File: src/rtl/mem_stream_writer_pkg.sv
// Shared types and defaults for mem_stream_writer.
// Optional checksum output enabled by MEM_STREAM_WRITER_CHECKSUM_EN.
package mem_stream_writer_pkg;

  localparam int DEF_DATA_WIDTH = 8;
  localparam int DEF_ADDR_WIDTH = 8;
  localparam int DEF_LEN_WIDTH  = 9;

  typedef enum logic [1:0] {
    IDLE  = 2'd0,
    WRITE = 2'd1,
    DONE  = 2'd2
  } state_t;

  function automatic int depth(input int addr_width);
    return 1 << addr_width;
  endfunction

endpackage

File: src/rtl/mem_stream_writer.sv
// Command-driven stream-to-memory writer: one registered write per accepted beat.
// Build with MEM_STREAM_WRITER_CHECKSUM_EN for a running XOR checksum of written words.
module mem_stream_writer
  import mem_stream_writer_pkg::*;
#(
  parameter int DATA_WIDTH = DEF_DATA_WIDTH,
  parameter int ADDR_WIDTH = DEF_ADDR_WIDTH,
  parameter int LEN_WIDTH  = DEF_LEN_WIDTH
) (
  input  logic                  clk_i,
  input  logic                  rst_i,
  input  logic                  cmd_valid_i,
  output logic                  cmd_ready_o,
  input  logic [ADDR_WIDTH-1:0] cmd_addr_i,
  input  logic [LEN_WIDTH-1:0]  cmd_len_i,
  input  logic                  s_valid_i,
  output logic                  s_ready_o,
  input  logic [DATA_WIDTH-1:0] s_data_i,
  input  logic                  s_last_i,
  output logic                  mem_we_o,
  output logic [ADDR_WIDTH-1:0] mem_addr_o,
  output logic [DATA_WIDTH-1:0] mem_data_o,
  output logic                  done_o,
  output logic [LEN_WIDTH-1:0]  words_o,
  output logic                  err_o,
  output logic [DATA_WIDTH-1:0] checksum_o
);

  state_t                r_state;
  state_t                w_next;
  logic [ADDR_WIDTH-1:0] r_base;
  logic [LEN_WIDTH-1:0]  r_len;
  logic [LEN_WIDTH-1:0]  r_cnt;
  logic                  r_err;
  logic                  r_we;
  logic [ADDR_WIDTH-1:0] r_addr;
  logic [DATA_WIDTH-1:0] r_data;
  logic                  w_cmd_hs;
  logic                  w_beat;
  logic                  w_is_last;
  logic                  w_final;

  assign w_cmd_hs  = cmd_valid_i & cmd_ready_o;
  assign w_beat    = s_valid_i & s_ready_o;
  assign w_is_last = (r_cnt == (r_len - LEN_WIDTH'(1)));
  // Frame ends on the length boundary or the producer's last, whichever is first.
  assign w_final   = w_beat & (w_is_last | s_last_i);

  always_ff @(posedge clk_i) begin
    if (rst_i) begin
      r_state <= IDLE;
    end else begin
      r_state <= w_next;
    end
  end

  always_comb begin
    w_next = r_state;
    case (r_state)
      IDLE: begin
        if (w_cmd_hs) begin
          w_next = (cmd_len_i != '0) ? WRITE : DONE;
        end
      end
      WRITE: begin
        if (w_final) begin
          w_next = DONE;
        end
      end
      DONE:    w_next = IDLE;
      default: w_next = IDLE;
    endcase
  end

  // Handshake outputs are forced low while reset is held so nothing is accepted.
  always_comb begin
    cmd_ready_o = 1'b0;
    s_ready_o   = 1'b0;
    done_o      = 1'b0;
    if (!rst_i) begin
      cmd_ready_o = (r_state == IDLE);
      s_ready_o   = (r_state == WRITE);
      done_o      = (r_state == DONE);
    end
  end

  always_ff @(posedge clk_i) begin
    if (rst_i) begin
      r_base <= '0;
      r_len  <= '0;
      r_cnt  <= '0;
      r_err  <= 1'b0;
      r_we   <= 1'b0;
      r_addr <= '0;
      r_data <= '0;
    end else begin
      r_we <= w_beat;
      if (w_cmd_hs) begin
        r_base <= cmd_addr_i;
        r_len  <= cmd_len_i;
        r_cnt  <= '0;
        r_err  <= 1'b0;
      end
      if (w_beat) begin
        r_addr <= r_base + r_cnt[ADDR_WIDTH-1:0];
        r_data <= s_data_i;
        r_cnt  <= r_cnt + LEN_WIDTH'(1);
        // Early last and missing last both show up as last disagreeing with the count.
        if (s_last_i != w_is_last) begin
          r_err <= 1'b1;
        end
      end
    end
  end

  assign mem_we_o   = r_we;
  assign mem_addr_o = r_addr;
  assign mem_data_o = r_data;
  assign words_o    = r_cnt;
  assign err_o      = r_err;

`ifdef MEM_STREAM_WRITER_CHECKSUM_EN
  logic [DATA_WIDTH-1:0] r_cksum;

  always_ff @(posedge clk_i) begin
    if (rst_i) begin
      r_cksum <= '0;
    end else if (w_cmd_hs) begin
      r_cksum <= '0;
    end else if (w_beat) begin
      r_cksum <= r_cksum ^ s_data_i;
    end
  end

  assign checksum_o = r_cksum;
`else
  assign checksum_o = '0;
`endif

endmodule

File: config.mk
export PLATFORM = sky130hd
export DESIGN_NAME = mem_stream_writer
export DESIGN_NICKNAME = d
export VERILOG_FILES = /design/src/rtl/mem_stream_writer_pkg.sv /design/src/rtl/mem_stream_writer.sv
export SDC_FILE = /design/constraint.sdc
export NUM_CORES = 1
export LEC_CHECK = 0
export CORE_ASPECT_RATIO = 0.7
export CORE_UTILIZATION = 48
export DETAILED_ROUTE_END_ITERATION = 6
export PLACE_DENSITY = 0.8
export REMOVE_ABC_BUFFERS = 1
export SETUP_SLACK_MARGIN = 0.1
export SLEW_MARGIN = 10
export SYNTH_ARGS = -nofsm -noshare
export SYNTH_HDL_FRONTEND = slang
export SYNTH_SLANG_ARGS = --single-unit
File: constraint.sdc
create_clock -name clk_i -period 2.1 [get_ports clk_i]
set_input_delay 0.315 -clock clk_i [delete_from_list [all_inputs] [get_ports clk_i]]
set_output_delay 0.315 -clock clk_i [all_outputs]
set_load 0.05 [all_outputs]
==> run_results.csv <==
group,metric,value,unit
status,outcome,"complete, no violations",
worst_setup_path,cp_cell_sequence,"buf_4 > clkdlybuf4s50_1",
clock_network,cts_hold_buf,0,
global_route,grt_pass1_vias,1949,
place,dp_hpwl,4.40,mm
routing,routed_wl,6.02,mm
sta,fin_crit,1930,ps
sta,fin_crit_sh,0.918,
clock_network,clock_sinks,46,
finish,fin_area,3270,µm²
synthesis,synth.top_cell.area_share,0.378,
worst_setup_path,setup.worst_path.start_class,"flip-flop",
place,gp_congestion,0.823,
worst_setup_path,r2r-end,"r_state[0]",
synthesis,syn_avg_cell_area,8.00,µm²
worst_hold_path,holdPathEnd,"r_base[0]",
global_route,grt_usage,0.237,
sta,max-slew-margin-rel,0.662,
global_route,grt.overflow.total,0,
clock_network,clk_latency,300,ps
finish,layout.nets,408,
pwr,power_density,575,nW/µm²
pwr,power.leakage,1.30,nW
synthesis,ys_warn_count,0,
worst_setup_path,slowest_stage,"clkdlybuf4s50_1",
synthesis,ys_ff_latch,46,
place,post_dp_cell_area,3160,µm²
synthesis,async_flop_share,0,
routing,ant_nets,0,
clock_network,cts_tree,"built",
finish,antenna_cells,0,
clock_network,cts-root-buf,"clkbuf_8",
routing,drcViolationCount,0,
global_route,grt_max_degree,47,
finish,area_growth,34.2,%
routing,viasPerCell,5.28,
worst_setup_path,crit_fanout,6,
sta,rsz0062_at_grt,"yes",
routing,wire_per_inst,13.8,µm
finish,drive_above_1_share,0.101,
sta,worst_slew_pin_slew,505,ps
synthesis,syn_inst,305,
sta,hold_violations,0,
synthesis,synth_top_area_cell,"dfxtp_1",
worst_hold_path,hold_start,"r_base[0]",
routing,drtIter0Drc,161,
sta,setup_violations,0,
sta,fmax,0.519,GHz
synthesis,synth_flop_cell,"dfxtp_1",
worst_setup_path,worst-r2r-setup-slack,180,ps
synthesis,synth_edf_count,0,
clock_network,cts_max_path_buffers,2,
routing,drtPass1Iterations,4,
global_route,antenna_found_initial,0,
floorplan,die_height,61.6,µm
floorplan,rows,21,
clock_network,cts_buffers,5,
worst_hold_path,hold_depth,2,
worst_setup_path,r2r-start,"r_len[3]",
floorplan,ioPinCount,68,
floorplan,coreArea,4830,µm²
run,cap_violations,0,
worst_setup_path,cpLargestDelayFamily,"buffers and inverters",
floorplan,dieWidth,87.2,µm
worst_hold_path,hp-class,"reg -> reg",
worst_setup_path,setup.worst_path.end_class,"output pin",
pwr,vdd_ir_drop_max,0.423,mV
worst_setup_path,arrival,1610,ps
clock_network,clkSlewWorstSetupHoldPaths,80,ps
worst_setup_path,worstPathRequired,1780,ps
worst_setup_path,path_buf_inv,2,
synthesis,mappedNetlistArea,2440,µm²
place,port_buffers,59,
finish,fillCellCount,420,
floorplan,die-area,5370,µm²
clock_network,htreeDepth,2,
synthesis,synth_area_leaders,"dfxtp_1, nand2_1, a21oi_1",
sta,slew_violations,0,
floorplan,start_util,0.504,
synthesis,seq_area_frac_synth,0.378,
worst_setup_path,critPathMaxStageDelay,820,ps
routing,vias,2309,
global_route,grt_pass1_wl,9.59,mm
worst_setup_path,crit_type,"reg -> out",
finish,final_util,0.677,
sta,clock_skew,5.27,ps
synthesis,synthDistinctLibCells,47,
worst_setup_path,r2r_cells,10,
report_power, final:
part,internal (mW),switching (mW)
combinational,0.166,0.224
sequential,0.903,0.0282
clock,0.266,0.294
total,1.34,0.546
area by class of cell:
type / count / area [µm²] / share of cell area
clock buffers: 7 / 86.3 / 0.0264
clock inverters: 1 / 5.00 / 0.00153
inverters: 12 / 45.0 / 0.0138
multi-input cells: 230 / 1370 / 0.419
flip-flops and latches: 46 / 930 / 0.284
well taps: 69 / 86.3 / 0.0264
repair buffers: 72 / 749 / 0.229
timing repair:
action                                 4_1_cts  5_1_grt
setup endpoints to repair                    2        9
endpoints found under the hold margin        0        0
resized for setup                            2       13
pin swaps                                    0        1
buffers inserted                             0        0
layer usage:
| layer | wire (µm) | global-route usage |
|---|---|---|
| met5 | 0 | 0 |
| met4 | 67 | 0.0679 |
| met3 | 358 | 0.0590 |
| met2 | 2670 | 0.377 |
| met1 | 2930 | 0.323 |
metrics by stage:
step / hold WS, ps / instances / total power [mW] / setup WS (ps) / setup TNS, ps
4_1_cts: 468 / 437 / 1.89 / 101 / 0
2_1_floorplan: 377 / 288 / 1.16 / -579 / -13500
3_3_place_gp: 450 / 429 / 1.33 / 132 / 0
5_1_grt: 492 / 437 / 1.97 / 53.8 / 0
6_report: 465 / 437 / 1.88 / 172 / 0
3_5_place_dp: 456 / 429 / 1.34 / 93.9 / 0
worst max path at each step:
stage          startpoint         end  slack (ps)  cells after the start
2_1_floorplan  r_state[0]       err_o        -580                      4
3_3_place_gp        rst_i  words_o[6]         130                      8
3_5_place_dp     r_len[0]  r_state[0]          90                     10
4_1_cts        words_o[3]  words_o[3]         100                      1
5_1_grt          r_len[3]  r_state[0]          50                     10
6_report       words_o[0]  words_o[0]         170                      2
cell usage after synthesis, drive strengths merged, types with 3 or more instances:
library cell   n
a21oi         27
and2           4
and3           3
buf           13
clkbuf        11
dfxtp         46
ha            10
inv           12
mux2i          3
nand2         52
nand2b         9
nand3          7
nand3b         9
nand4          7
nor2          15
nor3           8
nor3b          5
o21ai         22
o31ai          3
or3            3
xnor2          8
xor2           6
cell families after synthesis:
logic type | Yosys count | share of synthesized area
simple gates | 130 | 0.276
compound gates | 64 | 0.149
flops | 46 | 0.378
buf+inv | 36 | 0.0739
xor+xnor | 14 | 0.0503
fa+ha+maj | 11 | 0.0595
mux | 3 | 0.0123
other cells | 1 | 0.00154
registers in the layout, indices dropped and copies added, names as in the netlist:
signal and cells:
r_state 2, mem_addr_o 8, r_len 9, r_base 8, err_o 1, mem_data_o 8
words_o 9, mem_we_o 1
cells in the final DEF, fill, tap and decap left out, drive strengths merged, types with 2 or more instances in the layout:
master          n
nand2          52
clkdlybuf4s50  50
dfxtp          46
a21oi          27
o21ai          22
buf            17
nor2           15
inv            12
ha             10
nand3b          9
nand2b          9
xnor2           8
conb            8
nor3            8
nand4           7
nand3           7
clkbuf          7
xor2            6
nor3b           5
and2            4
dlymetal6s2s    4
mux2i           3
o31ai           3
or3             3
and3            3
a311oi          2
a211oi          2
a31oi           2
nor2b           2
or2             2
worst reg2reg max path, stage by stage, from the launching register on:
cell	delay (ps)
dfxtp_1	410
nor2_1	80
buf_4	150
a221oi_1	290
a311oi_1	90
nand2_1	100
nand4_1	130
ha_1	210
inv_1	70
nand2_1	60
a22o_1	230
Note: power is estimated with default switching activity, not from simulation.
